==> src/rtl/fifo_pkg.sv <==
// Shared FIFO package: Gray/binary pointer conversion helpers and the default
// address width. Used by both the read-side and write-side controllers.
// Helpers work at a fixed maximum width. Zero-extended inputs convert
// correctly because leading zeros stay zero in both directions. Callers
// truncate the result back to their own pointer width.
package fifo_pkg;

  localparam int unsigned DefAwidth = 3;
  localparam int unsigned PtrMaxW   = 16;

  function automatic logic [PtrMaxW-1:0] bin2gray(input logic [PtrMaxW-1:0] b);
    return b ^ (b >> 1);
  endfunction

  function automatic logic [PtrMaxW-1:0] gray2bin(input logic [PtrMaxW-1:0] g);
    logic [PtrMaxW-1:0] b;
    b[PtrMaxW-1] = g[PtrMaxW-1];
    for (int i = PtrMaxW - 2; i >= 0; i--) begin
      b[i] = b[i+1] ^ g[i];
    end
    return b;
  endfunction

endpackage

==> src/rtl/fifo_rd_ctrl_if.sv <==
// Read-side FIFO bus: read request, synchronized write pointer, RAM read port
// and status flags.
//   master : read consumer / environment (drives rdreq_i, wr_pntr_gray_i)
//   slave  : fifo_rd_ctrl (drives pointer, RAM port and flags)
interface fifo_rd_ctrl_if
  import fifo_pkg::*;
#(
  parameter int unsigned AWIDTH = DefAwidth
) ();

  logic              rdreq_i;
  logic [AWIDTH:0]   wr_pntr_gray_i;
  logic [AWIDTH:0]   rd_pntr_gray_o;
  logic [AWIDTH-1:0] rd_addr_o;
  logic              rd_en_o;
  logic              rd_valid_o;
  logic              empty_o;
  logic              almost_empty_o;
  logic [AWIDTH:0]   usedw_o;
  logic              underflow_o;

  modport master (
    output rdreq_i, wr_pntr_gray_i,
    input  rd_pntr_gray_o, rd_addr_o, rd_en_o, rd_valid_o,
    input  empty_o, almost_empty_o, usedw_o, underflow_o
  );

  modport slave (
    input  rdreq_i, wr_pntr_gray_i,
    output rd_pntr_gray_o, rd_addr_o, rd_en_o, rd_valid_o,
    output empty_o, almost_empty_o, usedw_o, underflow_o
  );

endinterface

==> src/rtl/fifo_gray2bin.sv <==
// Combinational Gray-to-binary decoder.
//   gray_i : Gray-coded value, Width bits
//   bin_o  : binary value, Width bits
// Each binary bit is the XOR of all Gray bits at or above it.
module fifo_gray2bin #(
  parameter int unsigned Width = 4
) (
  input  logic [Width-1:0] gray_i,
  output logic [Width-1:0] bin_o
);

  for (genvar i = 0; i < Width; i++) begin : g_bit
    assign bin_o[i] = ^gray_i[Width-1:i];
  end

endmodule

==> src/rtl/fifo_rd_ctrl.sv <==
// Read-side pointer and flag controller for the dual-clock FIFO (read domain).
//   clk_i  : read-domain clock
//   srst_i : synchronous active-high reset
//   bus    : fifo_rd_ctrl_if.slave -- read request, synchronized Gray write
//            pointer in; Gray read pointer, RAM read port, empty/almost-empty,
//            fill level and underflow out.
module fifo_rd_ctrl
  import fifo_pkg::*;
#(
  parameter int unsigned AWIDTH = DefAwidth,
  parameter int unsigned AEMPTY = 1
) (
  input logic           clk_i,
  input logic           srst_i,
  fifo_rd_ctrl_if.slave bus
);

  localparam int unsigned PW = AWIDTH + 1;

  logic [PW-1:0] rd_bin_q, rd_bin_d;
  logic [PW-1:0] rd_gray_q, rd_gray_d;
  logic [PW-1:0] usedw_q, usedw_d;
  logic [PW-1:0] wr_bin;
  logic          empty_q, aempty_q, valid_q, uflow_q;
  logic          accept;

  fifo_gray2bin #(
    .Width (PW)
  ) u_wr_g2b (
    .gray_i (bus.wr_pntr_gray_i),
    .bin_o  (wr_bin)
  );

  always_comb begin
    // Reset gates the accept so no RAM read is issued while srst_i is high.
    accept    = bus.rdreq_i & ~empty_q & ~srst_i;
    rd_bin_d  = accept ? rd_bin_q + PW'(1) : rd_bin_q;
    rd_gray_d = PW'(bin2gray(PtrMaxW'(rd_bin_d)));
    // Post-read pointer against the current write pointer, so a write that
    // arrives with the last read cancels it out.
    usedw_d   = wr_bin - rd_bin_d;
  end

  always_ff @(posedge clk_i) begin
    if (srst_i) begin
      rd_bin_q  <= '0;
      rd_gray_q <= '0;
      usedw_q   <= '0;
      empty_q   <= 1'b1;
      aempty_q  <= 1'b1;
      valid_q   <= 1'b0;
      uflow_q   <= 1'b0;
    end else begin
      rd_bin_q  <= rd_bin_d;
      rd_gray_q <= rd_gray_d;
      usedw_q   <= usedw_d;
      empty_q   <= (usedw_d == '0);
      aempty_q  <= (usedw_d <= PW'(AEMPTY));
      valid_q   <= accept;
      uflow_q   <= bus.rdreq_i & empty_q;
    end
  end

  assign bus.rd_en_o        = accept;
  assign bus.rd_addr_o      = rd_bin_q[AWIDTH-1:0];
  assign bus.rd_pntr_gray_o = rd_gray_q;
  assign bus.rd_valid_o     = valid_q;
  assign bus.empty_o        = empty_q;
  assign bus.almost_empty_o = aempty_q;
  assign bus.usedw_o        = usedw_q;
  assign bus.underflow_o    = uflow_q;

endmodule

==> src/flat_wrapper.sv <==
// flat-port wrapper written by rule: the top's interface ports become plain ports
module fifo_rd_ctrl_flat import fifo_pkg::*;
#(
  parameter int unsigned AWIDTH = DefAwidth,
  parameter int unsigned AEMPTY = 1
)
  (clk_i, srst_i, bus_rdreq_i, bus_wr_pntr_gray_i, bus_rd_pntr_gray_o, bus_rd_addr_o, bus_rd_en_o, bus_rd_valid_o, bus_empty_o, bus_almost_empty_o, bus_usedw_o, bus_underflow_o);
  fifo_rd_ctrl_if #(.AWIDTH(AWIDTH)) bus_i ();
  input logic clk_i;
  input logic srst_i;
  input wire logic [$bits(bus_i.rdreq_i)-1:0] bus_rdreq_i;
  input wire logic [$bits(bus_i.wr_pntr_gray_i)-1:0] bus_wr_pntr_gray_i;
  output wire logic [$bits(bus_i.rd_pntr_gray_o)-1:0] bus_rd_pntr_gray_o;
  output wire logic [$bits(bus_i.rd_addr_o)-1:0] bus_rd_addr_o;
  output wire logic [$bits(bus_i.rd_en_o)-1:0] bus_rd_en_o;
  output wire logic [$bits(bus_i.rd_valid_o)-1:0] bus_rd_valid_o;
  output wire logic [$bits(bus_i.empty_o)-1:0] bus_empty_o;
  output wire logic [$bits(bus_i.almost_empty_o)-1:0] bus_almost_empty_o;
  output wire logic [$bits(bus_i.usedw_o)-1:0] bus_usedw_o;
  output wire logic [$bits(bus_i.underflow_o)-1:0] bus_underflow_o;
  assign bus_i.rdreq_i = bus_rdreq_i;
  assign bus_i.wr_pntr_gray_i = bus_wr_pntr_gray_i;
  assign bus_rd_pntr_gray_o = bus_i.rd_pntr_gray_o;
  assign bus_rd_addr_o = bus_i.rd_addr_o;
  assign bus_rd_en_o = bus_i.rd_en_o;
  assign bus_rd_valid_o = bus_i.rd_valid_o;
  assign bus_empty_o = bus_i.empty_o;
  assign bus_almost_empty_o = bus_i.almost_empty_o;
  assign bus_usedw_o = bus_i.usedw_o;
  assign bus_underflow_o = bus_i.underflow_o;
  fifo_rd_ctrl #(.AWIDTH(AWIDTH), .AEMPTY(AEMPTY)) u_core (.clk_i(clk_i), .srst_i(srst_i), .bus(bus_i));
endmodule
==> config.mk <==
export PLATFORM = sky130hd
export DESIGN_NAME = fifo_rd_ctrl_flat
export DESIGN_NICKNAME = d
export VERILOG_FILES = /design/src/rtl/fifo_pkg.sv /design/src/rtl/fifo_rd_ctrl_if.sv /design/src/rtl/fifo_gray2bin.sv /design/src/rtl/fifo_rd_ctrl.sv /design/src/flat_wrapper.sv
export SDC_FILE = /design/constraint.sdc
export NUM_CORES = 1
export LEC_CHECK = 0
export BUFFER_PORTS_ARGS = -buffer_cell sky130_fd_sc_hd__buf_2
export CORE_ASPECT_RATIO = 0.75
export CORE_MARGIN = 2
export CORE_UTILIZATION = 35
export CTS_BUF_LIST = sky130_fd_sc_hd__clkbuf_8
export DETAILED_ROUTE_END_ITERATION = 10
export GPL_TIMING_DRIVEN = 0
export PLACE_DENSITY_LB_ADDON = 0.25
export SLEW_MARGIN = 30
export SYNTH_ARGS = -nofsm -noshare
export SYNTH_HDL_FRONTEND = slang
export SYNTH_HIERARCHICAL = 1
export SYNTH_SLANG_ARGS = --single-unit
==> constraint.sdc <==
create_clock -name clk_i -period 3.4 [get_ports clk_i]
set_input_delay 0.68 -clock clk_i [delete_from_list [all_inputs] [get_ports clk_i]]
set_output_delay 0.68 -clock clk_i [all_outputs]
set_load 0.02 [all_outputs]
==> results.sh, run 1 <==
export IMPL_status="complete, no violations"
export IMPL_dpl_hpwl_mm=1.03
export IMPL_portBuffers=21
export IMPL_max_stage_delay_ns=0.49
export IMPL_gp_congestion=0.732
export IMPL_setup_viol=0
export IMPL_core_um2=2010
export IMPL_hold_violations=0
export IMPL_drt_first_iter_violations=10
export IMPL_drive_above_1_share_pct=33.3
export IMPL_die_h_um=44.0
export IMPL_dr_pass1_iters=4
export IMPL_insertion_delay_ns=0.25
export IMPL_via_per_inst=4.81
export IMPL_cts_tree="built"
export IMPL_total_leakage_power_uw=0.000442
export IMPL_h_tree_depth=1
export IMPL_tightest_slew_ns=0.552
export IMPL_crit_type="in -> reg"
export IMPL_reg2reg_setup_slack_ns=0.74
export IMPL_die_width_um=57.3
export IMPL_peakVddDrop_v=0.000255
export IMPL_p_per_area_nw_per_um2=508
export IMPL_pre_cts_ws_ns=0.342
export IMPL_ys_ff_latch=15
export IMPL_ctsResizeCount=0
export IMPL_crit_chain="buf_2, xor2_2, xor2_1, xor2_1, ha_1, and4b_1, or4_4, a31o_1"
export IMPL_hold_class="reg -> reg"
export IMPL_yosysTopAreaCellShare_pct=40.2
export IMPL_ant_nets=0
export IMPL_period_share_pct=83.0
export IMPL_dp_cells=116
export IMPL_drt_met1_wl_um=630
export IMPL_area_growth_syn_to_layout_pct=24.3
export IMPL_wl_met3_um=118
export IMPL_critPathLaunchType="primary input"
export IMPL_yosys_top_cells_area="dfxtp_1 (40%), xnor2_1 (9.4%), ha_1 (6.7%), nor2_1 (5.5%), xor2_1 (4.7%)"
export IMPL_final_cells=120
export IMPL_io_pins=23
export IMPL_wl_mm=1.38
export IMPL_cts_buffers=3
export IMPL_clock_fmax_mhz=354
export IMPL_cp_num_buf_inv=1
export IMPL_fin_crit_ns=2.82
export IMPL_maxSlewHeadroom_pct=63.1
export IMPL_critPathSlowestCell="xor2_1"
export IMPL_netlist_area_um2=747
export IMPL_wl_per_cell_um=11.5
export IMPL_cap_violations=0
export IMPL_hold_buffers=0
export IMPL_ctsRootBufferMaster="clkbuf_8"
export IMPL_clk_pin_slew_ns=0.06
export IMPL_path_delay_family="XOR/XNOR gates"
export IMPL_nets=108
export IMPL_crit_path_frequent_cell="xor2_1"
export IMPL_grtUsageTotal_pct=12.2
export IMPL_grt_pass1_vias=513
export IMPL_synth_avg_cell_area_um2=10.5
export IMPL_clock_skew_ns=0.00125
export IMPL_critPathCaptureType="flip-flop"
export IMPL_synth_fp_nets=82
export IMPL_num_antenna_cells=0
export IMPL_synth_top_area_cell="dfxtp_1"
export IMPL_fin_ws_ns=0.578
export IMPL_ys_warn_count=6
export IMPL_arrival_ns=2.96
export IMPL_vias=577
export IMPL_ys_types=27
export IMPL_start_util_pct=37.1
export IMPL_clockBufferDepth=2
export IMPL_gr_total_overflow=0
export IMPL_num_rows=14
export IMPL_cts_num_sinks=15
export IMPL_grt_pass1_wl_mm=2.26
export IMPL_antenna_found_initial=0
export IMPL_finalSetupTns_ns=0
export IMPL_synth_cells=71
export IMPL_drc=0
export IMPL_top_layer_used="met3"
export IMPL_cp_max_fo=6
export IMPL_cp_required_ns=3.54
export IMPL_cts_setup_buffers=0
export IMPL_rsz0062_at_grt="no"
export IMPL_routed_wl_met2_um=631
export IMPL_dieArea_um2=2520
export IMPL_maxSlewViolCount=0
export IMPL_grt_max_degree=11
export IMPL_yosysSeqAreaShare_pct=40.2
worst register-to-register path, delay by kind of cell, from the launching register on:
kind | cells | cell delay [ns]
simple gates | 4 | 1.18
compound gates | 1 | 0.23
xor+xnor | 1 | 0.37
fa+ha+maj | 1 | 0.41
flops | 1 | 0.36
stage by stage:
step	cell area [um^2]	power [uW]	hold WS [ns]	utilization, %
2_1_floorplan	747	299	0.635	-
4_1_cts	928	480	0.557	46.1
3_5_place_dp	882	332	0.539	43.8
5_1_grt	928	501	0.598	46.1
6_report	928	472	0.547	46.1
3_3_place_gp	882	330	0.529	43.8
synth_stat cells (all sizes together):
cell type,instances
dfxtp,15
nor2,11
xnor2,8
xor2,5
ha,4
inv,4
buf,3
nand2,2
nor3b,2
o2111ai,2
o21a,2
a2111oi,1
a21oi,1
a31o,1
a31oi,1
and3b,1
and4,1
and4b,1
clkbuf,1
nand3,1
nand4bb,1
nor2b,1
or4,1
xnor3,1
where the power goes:
group	total [uW]	switching [uW]	internal (uW)	leakage (uW)
Combinational	129	74.5	54.5	0.000293
Clock	143	62.0	81.1	0.0000255
Sequential	200	6.83	193	0.000123
Total	472	143	329	0.000442
flip-flops by register name, indices dropped and copies added (netlist names), named ones only:
register and flops:
u_core/bus.rd_valid_o 1, u_core/bus.almost_empty_o 1, u_core/rd_bin_q 3, u_core/bus.usedw_o 4, u_core/bus.underflow_o 1, u_core/bus.rd_pntr_gray_o 3, u_core/bus.empty_o 1
layer usage:
metal  track usage [%]  vias to the layer above
li1                  -                      291
met1              13.8                      268
met2              19.1                       18
met3              6.73                        0
met4              5.12                        0
met5                 0                        -
path summary, 6_finish.rpt:
check | from | endpoint | cells after the start
worst max register to register | u_core/bus.empty_o | u_core/bus.empty_o | 7
worst max-delay path | bus_wr_pntr_gray_i[3] | u_core/bus.empty_o | 8
worst min-delay path | u_core/bus.empty_o | u_core/bus.rd_valid_o | 1
worst min register to register | u_core/bus.empty_o | u_core/bus.rd_valid_o | 1
cell usage in the layout, fill, tap and decap left out, types with 2 or more instances in the layout:
cell type	count
nand2_1	2
o21a_1	2
buf_6	2
clkbuf_8	3
dfxtp_1	15
o2111ai_1	2
xor2_1	4
inv_1	4
xnor2_1	8
buf_2	21
nor2_1	11
ha_1	4
cell families (layout without fill, tap and decap cells):
logic type / count (synthesis) / after routing / synth area share (%)
and+or+nand+nor: 22 / 22 / 18.3
adders and majority gates: 4 / 4 / 6.70
DFF: 15 / 15 / 40.2
AOI/OAI and AO/OA: 8 / 8 / 9.04
buffers and inverters: 8 / 33 / 6.53
xor gates and xnor gates: 14 / 14 / 19.3
layout make-up:
type	count	area, um^2
flip-flops and latches	15	300
clock inverters	1	5.00
repair buffers	21	105
well taps	24	30.0
plain buffers	4	33.8
multi-input cells	48	398
inverters	4	15.0
clock buffers	3	41.3
fillers	210	1090
(Power assumes the default switching activity.)
==> run 2: changes to the inputs <==
==> constraint.sdc (replaced) <==
create_clock -name clk_i -period 2.28 [get_ports clk_i]
set_input_delay 0.456 -clock clk_i [delete_from_list [all_inputs] [get_ports clk_i]]
set_output_delay 0.456 -clock clk_i [all_outputs]
set_load 0.02 [all_outputs]
==> results.sh, run 2 (synthesis results as in run 1) <==
export IMPL_status="finished with violations"
export IMPL_violations="setup timing"
export IMPL_portBuffers=21
export IMPL_hold_violations=0
export IMPL_p_seq_share_pct=39.2
export IMPL_gr_total_overflow=0
export IMPL_fin_ws_ns=-0.0499
export IMPL_maxSlewViolCount=0
export IMPL_wl_mm=1.60
export IMPL_dieArea_um2=2520
export IMPL_clock_skew_ns=0.00624
export IMPL_gr_max_usage_layer="met2"
export IMPL_die_h_um=44.0
export IMPL_total_leakage_power_uw=0.000525
export IMPL_final_util_pct=58.4
export IMPL_cap_violations=0
export IMPL_internal_power_uw=528
export IMPL_clockBufferDepth=2
export IMPL_largest_register_ff_count=4
export IMPL_cts_buffers=3
export IMPL_dpl_hpwl_mm=1.01
export IMPL_drive_above_1_share_pct=56.9
export IMPL_clock_fmax_mhz=429
export IMPL_nets=121
export IMPL_start_util_pct=37.1
export IMPL_die_width_um=57.3
export IMPL_num_rows=14
export IMPL_grt_pass1_vias=515
export IMPL_hold_buffers=0
export IMPL_tightest_slew_ns=0.444
export IMPL_clk_pin_slew_ns=0.06
export IMPL_maxSlewHeadroom_pct=70.4
export IMPL_io_pins=23
export IMPL_drt_first_iter_violations=7
export IMPL_p_clk_share_pct=27.3
export IMPL_comb_power_share_pct=33.6
export IMPL_hold_class="in -> reg"
export IMPL_grt_pass1_wl_mm=2.26
export IMPL_ant_nets=0
export IMPL_period_share_pct=102
export IMPL_grt_max_degree=11
export IMPL_ctsRootBufferMaster="clkbuf_8"
export IMPL_vias=632
export IMPL_rsz0062_at_grt="yes"
export IMPL_crit_type="reg -> reg"
export IMPL_num_antenna_cells=0
export IMPL_antenna_found_initial=0
export IMPL_final_cell_mix="buf_2 (21), buf_4 (15), dfxtp_1 (12)"
export IMPL_finalSetupTns_ns=-0.0499
export IMPL_power_switching_uw=232
export IMPL_wl_per_cell_um=12.0
export IMPL_place_area_um2=921
export IMPL_via_per_inst=4.75
export IMPL_arrival_ns=2.47
export IMPL_grtUsageTotal_pct=11.7
export IMPL_dr_pass1_iters=4
export IMPL_critPathLaunchType="flip-flop"
export IMPL_h_tree_depth=1
export IMPL_use_met1_pct=15.4
export IMPL_stdcell_area_um2=1180
export IMPL_setup_viol=1
export IMPL_mostFrequentLayoutCell="buf_2"
export IMPL_peakVddDrop_v=0.000403
export IMPL_cts_tree="built"
export IMPL_core_um2=2010
export IMPL_area_growth_syn_to_layout_pct=57.6
export IMPL_cp_max_fo=4
export IMPL_critPathCaptureType="flip-flop"
export IMPL_met3_usage_pct=2.92
export IMPL_gp_congestion=0.739
export IMPL_swShare_pct=30.5
export IMPL_p_per_area_nw_per_um2=645
export IMPL_fin_crit_ns=2.33
export IMPL_cp_required_ns=2.42
export IMPL_insertion_delay_ns=0.24
export IMPL_fill_cells=176
export IMPL_drc=0
export IMPL_cts_num_sinks=15
export IMPL_grt_met2_usage_pct=19.1
## run 2: per-stage QoR
step | power, uW | worst slack (ns) | instances | hold slack [ns]
3_5_place_dp | 505 | -0.439 | 116 | 0.543
2_1_floorplan | 454 | -0.310 | 71 | 0.620
5_1_grt | 800 | -0.127 | 133 | 0.404
4_1_cts | 719 | -0.105 | 129 | 0.402
6_report | 760 | -0.0499 | 133 | 0.411
3_3_place_gp | 502 | -0.405 | 116 | 0.520
## run 2: cell type report
class,count,area (um^2),area share (%)
plain buffers,3,26.3,2.23
flip-flops and latches,15,309,26.2
multi-input cells,48,542,46.0
clock buffers,3,41.3,3.51
well taps,24,30.0,2.55
inverters,4,15.0,1.28
clock inverters,1,3.75,0.319
repair buffers,35,210,17.9
## run 2: what timing repair did
item                                    CTS  global route
hold endpoints to repair                  0             0
setup buffers                             9             6
resized for setup                         5            15
pin swaps                                 1             9
endpoints found under the setup margin    2             3
## run 2: path summary, 6_finish.rpt
check                                        start                     to  slack [ns]  depth (start not counted)
worst max-delay path            u_core/rd_bin_q[0]     u_core/bus.empty_o       -0.05                          8
worst min-delay path                        srst_i  u_core/bus.usedw_o[1]        0.41                          2
worst max register to register  u_core/rd_bin_q[0]     u_core/bus.empty_o       -0.05                          8
worst min register to register  u_core/bus.empty_o  u_core/bus.rd_valid_o        0.57                          2
## run 2: per-layer routing
layer  wire, um  vias to the layer above  share of wire (%)
met1        739                      297                 46
li1           -                      315                  -
met3         63                        4                3.9
met5          0                        -                  0
met4         25                        0                1.6
met2        771                       16                 48
## run 2: critical path, cell delays in order (launching register included)
cell	delay, ns
dfxtp_4	0.35
ha_4	0.26
nand4bb_1	0.15
o21a_2	0.19
xor2_2	0.16
ha_4	0.29
and4b_1	0.18
or4_4	0.41
a31o_1	0.22
## run 2: power groups by stage
stage / logic [uW] / registers, uW / clock network, uW
6_report: 255 / 298 / 207
5_1_grt: 277 / 299 / 224
4_1_cts: 212 / 298 / 209
3_5_place_dp: 201 / 304 / 0
3_3_place_gp: 199 / 303 / 0
2_1_floorplan: 117 / 338 / 0
